`src/rtl/keypad_reader_pkg.sv`:
```
// keypad_reader_pkg: scan FSM state encoding and key-index width helper.
package keypad_reader_pkg;

    typedef logic [1:0] state_t;

    localparam state_t ST_LOAD  = 2'd0;
    localparam state_t ST_SHIFT = 2'd1;
    localparam state_t ST_EVAL  = 2'd2;

    function automatic int key_w(input int n);
        return (n > 1) ? $clog2(n) : 1;
    endfunction

endpackage

```
`src/rtl/scan_debouncer.sv`:
```
// scan_debouncer: accepts a raw scan vector only after DEBOUNCE_SCANS identical scans.
module scan_debouncer #(
    parameter int NUM_KEYS       = 16,
    parameter int DEBOUNCE_SCANS = 4
) (
    input  logic                clk,
    input  logic                rst,
    input  logic                i_eval,
    input  logic [NUM_KEYS-1:0] i_scan,
    output logic [NUM_KEYS-1:0] o_keys,
    output logic [NUM_KEYS-1:0] o_rise
);

    localparam int CW = $clog2(DEBOUNCE_SCANS + 1);
    localparam logic [CW-1:0] CMAX = CW'(DEBOUNCE_SCANS);

    logic [NUM_KEYS-1:0] raw_q, raw_d, keys_q, keys_d;
    logic [CW-1:0]       cnt_q, cnt_d;

    always_comb begin
        raw_d  = i_eval ? i_scan : raw_q;
        cnt_d  = !i_eval ? cnt_q :
                 (i_scan != raw_q) ? CW'(1) :
                 (cnt_q == CMAX) ? cnt_q : cnt_q + CW'(1);
        keys_d = (i_eval && cnt_d == CMAX) ? i_scan : keys_q;
        o_rise = keys_d & ~keys_q;
    end

    always_ff @(posedge clk or posedge rst) begin
        if (rst) begin
            raw_q  <= '0;
            cnt_q  <= '0;
            keys_q <= '0;
        end else begin
            raw_q  <= raw_d;
            cnt_q  <= cnt_d;
            keys_q <= keys_d;
        end
    end

    assign o_keys = keys_q;

endmodule

```
`src/rtl/keypad_reader.sv`:
```
// keypad_reader: scans a 74HC165-style key chain, debounces it and queues key-press events.
module keypad_reader
    import keypad_reader_pkg::*;
#(
    parameter int NUM_KEYS       = 16,
    parameter int CLK_DIV        = 4,
    parameter int DEBOUNCE_SCANS = 4
) (
    input  logic                          clk,
    input  logic                          rst,
    input  logic                          i_sr_data,
    output logic                          o_sr_clk,
    output logic                          o_sr_load_n,
    output logic [key_w(NUM_KEYS)-1:0]    o_key_code,
    output logic                          o_valid,
    input  logic                          i_ready,
    output logic [NUM_KEYS-1:0]           o_keys
);

    localparam int KW = key_w(NUM_KEYS);
    localparam int DW = key_w(CLK_DIV);

    state_t              state_q, state_d;
    logic [DW-1:0]       div_q, div_d;
    logic [KW-1:0]       bit_q, bit_d;
    logic                phase_q, phase_d;
    logic [1:0]          sync_q, sync_d;
    logic [NUM_KEYS-1:0] shift_q, shift_d;
    logic                eval_q, eval_d;
    logic                sr_clk_q, sr_clk_d;
    logic                load_n_q, load_n_d;
    logic [NUM_KEYS-1:0] pend_q, pend_d;
    logic                valid_q, valid_d;
    logic [KW-1:0]       code_q, code_d;
    logic [KW-1:0]       low;
    logic [NUM_KEYS-1:0] rise;
    logic                div_end, hs;

    always_comb begin
        sync_d  = {sync_q[0], i_sr_data};
        div_end = div_q == DW'(CLK_DIV - 1);
        div_d   = (state_q == ST_EVAL || div_end) ? '0 : div_q + DW'(1);
        state_d = state_q;
        phase_d = phase_q;
        bit_d   = bit_q;
        shift_d = shift_q;
        case (state_q)
            ST_LOAD: begin
                if (div_end) begin
                    state_d = ST_SHIFT;
                    phase_d = 1'b0;
                    bit_d   = '0;
                end
            end
            ST_SHIFT: begin
                if (div_end) begin
                    phase_d = !phase_q;
                    if (!phase_q)
                        shift_d = (shift_q << 1) | NUM_KEYS'(sync_q[1]);
                    else if (bit_q == KW'(NUM_KEYS - 1))
                        state_d = ST_EVAL;
                    else
                        bit_d = bit_q + KW'(1);
                end
            end
            default: state_d = ST_LOAD;
        endcase
        eval_d   = state_d == ST_EVAL;
        sr_clk_d = state_d == ST_SHIFT && phase_d;
        load_n_d = state_d != ST_LOAD;
    end

    scan_debouncer #(
        .NUM_KEYS      (NUM_KEYS),
        .DEBOUNCE_SCANS(DEBOUNCE_SCANS)
    ) u_deb (
        .clk   (clk),
        .rst   (rst),
        .i_eval(eval_q),
        .i_scan(shift_q),
        .o_keys(o_keys),
        .o_rise(rise)
    );

    // A presented code is held until accepted; a same-cycle re-press keeps its bit set.
    always_comb begin
        hs     = valid_q && i_ready;
        pend_d = (pend_q & ~(hs ? (NUM_KEYS'(1) << code_q) : '0)) | rise;
        low    = '0;
        for (int i = NUM_KEYS - 1; i >= 0; i--)
            if (pend_d[i]) low = KW'(i);
        valid_d = (valid_q && !hs) ? 1'b1 : |pend_d;
        code_d  = (valid_q && !hs) ? code_q : low;
    end

    // Reset parks in a strobe-less EVAL so the first edge afterwards enters LOAD.
    always_ff @(posedge clk or posedge rst) begin
        if (rst) begin
            state_q  <= ST_EVAL;
            div_q    <= '0;
            bit_q    <= '0;
            phase_q  <= 1'b0;
            sync_q   <= '0;
            shift_q  <= '0;
            eval_q   <= 1'b0;
            sr_clk_q <= 1'b0;
            load_n_q <= 1'b1;
            pend_q   <= '0;
            valid_q  <= 1'b0;
            code_q   <= '0;
        end else begin
            state_q  <= state_d;
            div_q    <= div_d;
            bit_q    <= bit_d;
            phase_q  <= phase_d;
            sync_q   <= sync_d;
            shift_q  <= shift_d;
            eval_q   <= eval_d;
            sr_clk_q <= sr_clk_d;
            load_n_q <= load_n_d;
            pend_q   <= pend_d;
            valid_q  <= valid_d;
            code_q   <= code_d;
        end
    end

    assign o_sr_clk    = sr_clk_q;
    assign o_sr_load_n = load_n_q;
    assign o_valid     = valid_q;
    assign o_key_code  = code_q;

endmodule

```
`config.mk`:
```
export PLATFORM = sky130hd
export DESIGN_NAME = keypad_reader
export DESIGN_NICKNAME = d
export VERILOG_FILES = /design/src/rtl/keypad_reader_pkg.sv /design/src/rtl/scan_debouncer.sv /design/src/rtl/keypad_reader.sv
export SDC_FILE = /design/constraint.sdc
export NUM_CORES = 1
export LEC_CHECK = 0
export CORE_MARGIN = 4
export CORE_UTILIZATION = 46
export CTS_CLUSTER_DIAMETER = 30
export CTS_CLUSTER_SIZE = 30
export DETAILED_ROUTE_END_ITERATION = 8
export SLEW_MARGIN = 10
export SYNTH_ARGS = -nofsm -noshare
export SYNTH_HDL_FRONTEND = slang
export SYNTH_HIERARCHICAL = 1
export SYNTH_SLANG_ARGS = --single-unit
```
`constraint.sdc`:
```
create_clock -name clk -period 3.7 [get_ports clk]
set_clock_uncertainty 0.15 [all_clocks]
set_input_delay 0.37 -clock clk [delete_from_list [all_inputs] [get_ports clk]]
set_output_delay 0.37 -clock clk [all_outputs]
set_load 0.01 [all_outputs]
```
### Yosys cells after proc, flatten, opt, wreduce, memory -nomap -nowiden

Index checks and enable logic that the tools add are counted.

| word-level totals | value |
|---|---|
| flip-flop bits (word level) | 86 |
| input port bits | 4 |
| output and inout port bits | 23 |
| logic and storage cells | 88 |

| operators by class | value |
|---|---|
| $add $sub $neg | 3 |
| eq/ne operators | 13 |
| shift-type cells | 1 |
| muxes and demuxes | 36 |
| bitwise gates (word level) | 7 |
| reductions and logical operators | 13 |

Operator list:

| cell | number |
|---|---|
| 2-to-1 mux 4 bit | 20 |
| bitwise AND 16 bit | 2 |
| 2-to-1 mux 16 bit | 2 |
| NOT 16 bit | 2 |
| != test 16 bit | 1 |
| bitwise OR 16 x 1 -> 16 bit | 1 |
| bitwise OR 16 bit | 1 |
| OR reduction 16 bit | 1 |
| << shifter 1 x 4 -> 16 bit (first input constant) | 1 |
| 2-to-1 mux 2 bit | 5 |
| 2-to-1 mux 3 bit | 3 |
| != test 2 bit (second input constant) | 4 |
| one-hot mux 4 bit (2 select lines) | 1 |
| equality test 2 bit (second input constant) | 3 |
| equality test 3 bit (second input constant) | 2 |
| AND reduction 5 bit | 1 |
| adder 4 x 1 -> 4 bit (second input constant) | 1 |
| equality test 2 x 1 -> 1 bit (second input constant) | 2 |
| equality test 4 bit (second input constant) | 1 |
| logical AND 1 bit | 4 |
| one-hot mux 2 bit (2 select lines) | 1 |
| nonzero test 2 bit | 2 |
| adder 3 x 1 -> 3 bit (second input constant) | 1 |
| 2-to-1 mux 1 bit | 3 |
| 7 further kinds | 8 |

### Longest topological paths before layout

| depth | value |
|---|---|
| depth in word-level cells | 25 |
| depth in mapped cells | 14 |
| gate-level depth less buffers | 13 |

### By module

The synthesis kept the hierarchy.

By module, submodules not included:

| module | instances | cells an instance | area an instance (um^2) | sequential area each (um^2) |
|---|---|---|---|---|
| keypad_reader | 1 | 208 | 2346.0 | 1278.7 |
| scan_debouncer | 1 | 130 | 1767.9 | 875.8 |

### Least setup slack after synthesis

No wires, ideal clock.

| path | value |
|---|---|
| kind | register to register |
| start point | register u_deb.cnt_q[0] |
| end point | register code_q[3], in the netlist o_key_code[3] |
| setup time | 121 ps |
| data arrival time | 2720 ps |
| required time | 3429 ps |
| setup slack | 709 ps |
| stages on the path, launching flop included | 14 |
| path buffers | 1 |
| clock period less this slack | 2991 ps |
| path through | dfrtp_1 -> inv_1 -> ha_1 -> nor2_1 -> mux2i_1 -> a211oi_1 -> nand3_4 -> buf_2 -> nor3b_1 -> nor3b_1 -> a21oi_1 -> or4b_1 -> or4_1 -> a22o_1 |

| on the way | value |
|---|---|
| elaborated cells on any way between the ends | 26 |
| those cells by class | add/sub (1); eq/ne (2); mux (20); bitwise (2); reduce/logical (1) |

RTL lines:

| item | line | RTL |
|---|---|---|
| from (decl) | scan_debouncer.sv:18 | `logic [CW-1:0] cnt_q, cnt_d;` |
| from (signal assigned) | scan_debouncer.sv:36 | `cnt_q <= cnt_d;` |
| adder 3 x 1 -> 3 bit or equality test 3 bit (tied branches) | scan_debouncer.sv:24 | `(cnt_q == CMAX) ? cnt_q : cnt_q + CW'(1);` |
| 2-to-1 mux 3 bit | scan_debouncer.sv:24 |  |
| 2-to-1 mux 3 bit | scan_debouncer.sv:23 | `(i_scan != raw_q) ? CW'(1) :` |
| 2-to-1 mux 3 bit * | scan_debouncer.sv:22 | `cnt_d = !i_eval ? cnt_q :` |
| equality test 3 bit * | scan_debouncer.sv:25 | `keys_d = (i_eval && cnt_d == CMAX) ? i_scan : keys_q;` |
| logical AND 1 bit * | scan_debouncer.sv:25 |  |
| 2-to-1 mux 16 bit * | scan_debouncer.sv:25 |  |
| bitwise AND 16 bit * | scan_debouncer.sv:26 | `o_rise = keys_d & ~keys_q;` |
| named net rise[13] | keypad_reader.sv:36 | `logic [NUM_KEYS-1:0] rise;` |
| bitwise OR 16 bit * | keypad_reader.sv:88 | `pend_d = (pend_q & ~(hs ? (NUM_KEYS'(1) << code_q) : '0)) \| rise;` |
| named net pend_d[13] | keypad_reader.sv:32 | `logic [NUM_KEYS-1:0] pend_q, pend_d;` |
| 2-to-1 mux 4 bit * (14 in a row) | keypad_reader.sv:91 | `if (pend_d[i]) low = KW'(i);` |
| to (signal assigned) | keypad_reader.sv:123 | `code_q <= code_d;` |
| to (decl) | keypad_reader.sv:34 | `logic [KW-1:0] code_q, code_d;` |

Mark *: on every way through the listed nets, which the timed path passes. The rest lies on a longest branch.
A chain may end at the register's enable or synchronous reset.

### Worst setup path in the final report

| path | value |
|---|---|
| start point | register u_deb.cnt_q[0] |
| end point | register code_q[2], in the netlist o_key_code[2] |

| on the way | value |
|---|---|
| elaborated cells on any way between the ends | 26 |
| those cells by class | add/sub (1); eq/ne (2); mux (20); bitwise (2); reduce/logical (1) |

RTL lines:

| item | line |
|---|---|
| adder 3 x 1 -> 3 bit or equality test 3 bit (tied branches) | scan_debouncer.sv:24 |
| 2-to-1 mux 3 bit | scan_debouncer.sv:24 |
| 2-to-1 mux 3 bit | scan_debouncer.sv:23 |
| 2-to-1 mux 3 bit * | scan_debouncer.sv:22 |
| equality test 3 bit * | scan_debouncer.sv:25 |
| logical AND 1 bit * | scan_debouncer.sv:25 |
| 2-to-1 mux 16 bit * | scan_debouncer.sv:25 |
| bitwise AND 16 bit * | scan_debouncer.sv:26 |
| named net rise[7] | keypad_reader.sv:36 |
| bitwise OR 16 bit * | keypad_reader.sv:88 |
| 2-to-1 mux 4 bit * (8 in a row) | keypad_reader.sv:91 |

Marks and branches as above.

==> impl_metrics.py <==
metrics = {
    "outcome": {
        "status": "finished, final reports clean",
    },
    "drt": {
        "route.detailed.drc": 0,
        "drt_iter0_drc": 124,
        "routedWlPerCell_um": 17.3,
        "avgViaCountPerCell": 5.48,
        "firstDrtPassIters": 4,
        "ant_nets": 0,
        "via_count": 2673,
        "drt-total-wl_um": 8440,
    },
    "yosys": {
        "synth_seq_cells": 86,
        "synth_cell_types": 62,
        "synth_mux_area_frac": 0.152,
        "synth-xor-area-share": 0.0383,
        "synthTopCellsByArea": "dfrtp_1, mux2_2, mux2_4",
        "syn-num-nets": 347,
        "ys_seq_area_frac": 0.524,
        "synth_edf_count": 0,
        "avgSynthCellArea_um2": 12.2,
        "yosys_warnings": 6,
        "synthAdderAreaFrac": 0.0152,
        "syn_inst": 338,
        "synth_top_area_frac": 0.511,
        "synth_top_family_by_area": "multiplexers",
        "async_reset_ff_frac": 1.00,
        "yosys.area_share.simple": 0.146,
        "syn_area_mm2": 0.00411,
        "synth_compound_area_frac": 0.0897,
        "synth_top_area_cell": "dfrtp_1",
        "synth_flop_cell": "dfrtp_1",
    },
    "clock_network": {
        "root_buffer": "clkbuf_8",
        "clk-insertion-delay-late_ns": 0.35,
        "numCtsBuffers": 9,
        "cts_resized": 0,
        "cts_tree": "done",
        "cts_max_level": 3,
        "cts_hold_buffers": 0,
        "cts_setup_buffers": 0,
        "clock_sinks": 86,
        "clock_path_buffers": 2,
        "path_clk_slew_ns": 0.09,
    },
    "layout": {
        "layout.nets": 384,
        "syn2layout_area_growth_pct": 15.0,
        "final_util": 0.542,
        "antenna_cells": 0,
        "num-fill-cells": 747,
        "drive_above_1_share": 0.234,
        "final_cell_mix": "dfrtp_1, mux2_2, clkdlybuf4s50_1",
        "layout_commonest_cell": "dfrtp_1",
    },
    "sta": {
        "rsz0062_at_grt": "no",
        "worst_hold_slack_ns": 0.207,
        "max_slew_margin": 0.521,
        "hold_viol_final": 0,
        "fin_crit_sh": 0.919,
        "tns_ns": 0,
        "tightest_slew_ns": 0.717,
        "fmax_mhz": 294,
        "fin_crit_ns": 3.40,
        "drv_slew": 0,
        "setup_viol": 0,
    },
    "power_and_ir_drop": {
        "total_power_mw": 2.19,
        "p_per_area_mw_per_mm2": 462,
        "power_leakage_nw": 2.10,
        "irDropWorstVdd_mv": 0.248,
    },
    "critical_path": {
        "cp_slowest_cell": "dfrtp_1",
        "start_kind": "flip-flop",
        "slowest_delay_ns": 0.45,
        "reg2reg_from": "u_deb/cnt_q[0]",
        "worst-setup-path-type": "reg2reg",
        "rr_endpoint": "o_key_code[2]",
        "reg2reg_depth": 13,
        "crit_path_end_kind": "flip-flop",
        "cp_max_fo": 14,
        "r2r_slack_ns": 0.30,
        "path_cells": "inv_1 > ha_1 > nor2_1 > mux2i_1 > a211oi_1 > nand3_4 > buf_4 > buf_4 > nor3b_1 > nor2_1 > o31ai_1 > a311oi_1 > o32ai_1",
        "required_ns": 3.78,
        "cp_num_buf_inv": 3,
        "critPathArrivalTime_ns": 3.48,
        "critPathTopFamily": "compound AO/OA/AOI/OAI gates",
    },
    "floorplanning": {
        "core-area_mm2": 0.00872,
        "ioPinCount": 27,
        "rows": 34,
        "die_area_mm2": 0.0105,
        "die_h_um": 103,
        "initial_core_util": 0.472,
        "die-width_um": 103,
    },
    "worst_hold_path": {
        "min_path_type": "reg2reg",
        "whs_path_depth": 0,
        "hold_end": "sync_q[1]",
        "min_from": "sync_q[0]",
    },
    "place": {
        "place_congestion": 0.774,
        "hpwlAfterDp_um": 6040,
        "port_buffers": 26,
    },
    "global_route": {
        "antenna_found_initial": 0,
        "grt_max_degree": 35,
        "grt_pass1_vias": 2717,
        "overflow": 0,
        "grt_usage": 0.177,
        "grt_pass1_wl_um": 14200,
    },
    "flow_run": {
        "maxCapViolCount": 0,
    },
}
## area by class of cell
cell class | instances | area (um2) | share of cell area
Timing Repair Buffer | 38 | 350 | 0.0741
Sequential cell | 86 | 2150 | 0.456
Multi-Input combinational cell | 220 | 1820 | 0.384
Tap cell | 108 | 135 | 0.0286
Clock inverter | 7 | 75.1 | 0.0159
Inverter | 20 | 75.1 | 0.0159
Clock buffer | 9 | 124 | 0.0262
## worst register-to-register path, cell delays in order (launching register included)
cell	delay, ns
dfrtp_1	0.45
inv_1	0.07
ha_1	0.23
nor2_1	0.10
mux2i_1	0.07
a211oi_1	0.38
nand3_4	0.25
buf_4	0.28
buf_4	0.19
nor3b_1	0.36
nor2_1	0.11
o31ai_1	0.20
a311oi_1	0.09
o32ai_1	0.35
## worst max path at each step
stage | startpoint | endpoint | slack, ns | cells after the start
floorplan | u_deb/cnt_q[0] | o_key_code[3] | 0.71 | 13
global placement | u_deb/cnt_q[0] | o_key_code[2] | 0.38 | 13
detailed placement | u_deb/cnt_q[0] | o_key_code[2] | 0.36 | 13
CTS | u_deb/cnt_q[0] | o_key_code[2] | 0.30 | 13
global route | u_deb/cnt_q[0] | o_key_code[2] | 0.06 | 13
finish | u_deb/cnt_q[0] | o_key_code[2] | 0.30 | 13
## state kept, by name (all words and copies together) (netlist names), 3 cells and up
signal,flops
o_key_code,4
shift_q,16
bit_q,4
u_deb/cnt_q,3
u_deb/raw_q,16
u_deb/o_keys,16
pend_q,16
## per-stage QoR
stage               setup slack [ns]  cell area (um2)  instances
finish                         0.299             4730        488
global route                  0.0596             4730        488
CTS                            0.303             4730        488
detailed placement             0.355             4530        472
global placement               0.383             4530        472
floorplan                      0.709             4110        338
## synth_stat cells, types with 3 or more instances
cell type	instances
nor2_1	22
nand2_1	6
buf_2	4
nand3_1	3
or3_1	3
nand4_1	4
xnor2_1	18
nor3b_1	20
nor3_1	9
mux2_4	14
dfrtp_1	84
nand2b_1	6
o21ai_0	6
a211oi_1	6
a21oi_1	12
ha_1	5
mux2_2	35
clkbuf_1	5
inv_1	19
## cell families (layout without fill, tap and decap cells)
group                      count (synthesis)  count (layout)
and+or+nand+nor                           95              95
DFF                                       86              86
AOI/OAI and AO/OA                         51              51
muxes                                     51              51
buffers and inverters                     32              74
xor gates and xnor gates                  18              18
adders and majority gates                  5               5
## where the power goes
| part | switching (mW) | internal (mW) | total, mW |
|---|---|---|---|
| clock network | 0.346 | 0.313 | 0.659 |
| logic | 0.227 | 0.214 | 0.442 |
| registers | 0.0842 | 1.00 | 1.09 |
| total | 0.658 | 1.53 | 2.19 |
## metal layers
| layer | global-route usage | vias to the layer above | wire (um) |
|---|---|---|---|
| li1 | - | 1295 | - |
| met1 | 0.239 | 1318 | 3890 |
| met2 | 0.280 | 50 | 4060 |
| met3 | 0.0474 | 10 | 375 |
| met4 | 0.0565 | 0 | 104 |
| met5 | 0 | - | 0 |
No activity file was read; power rests on OpenSTA's default activity.
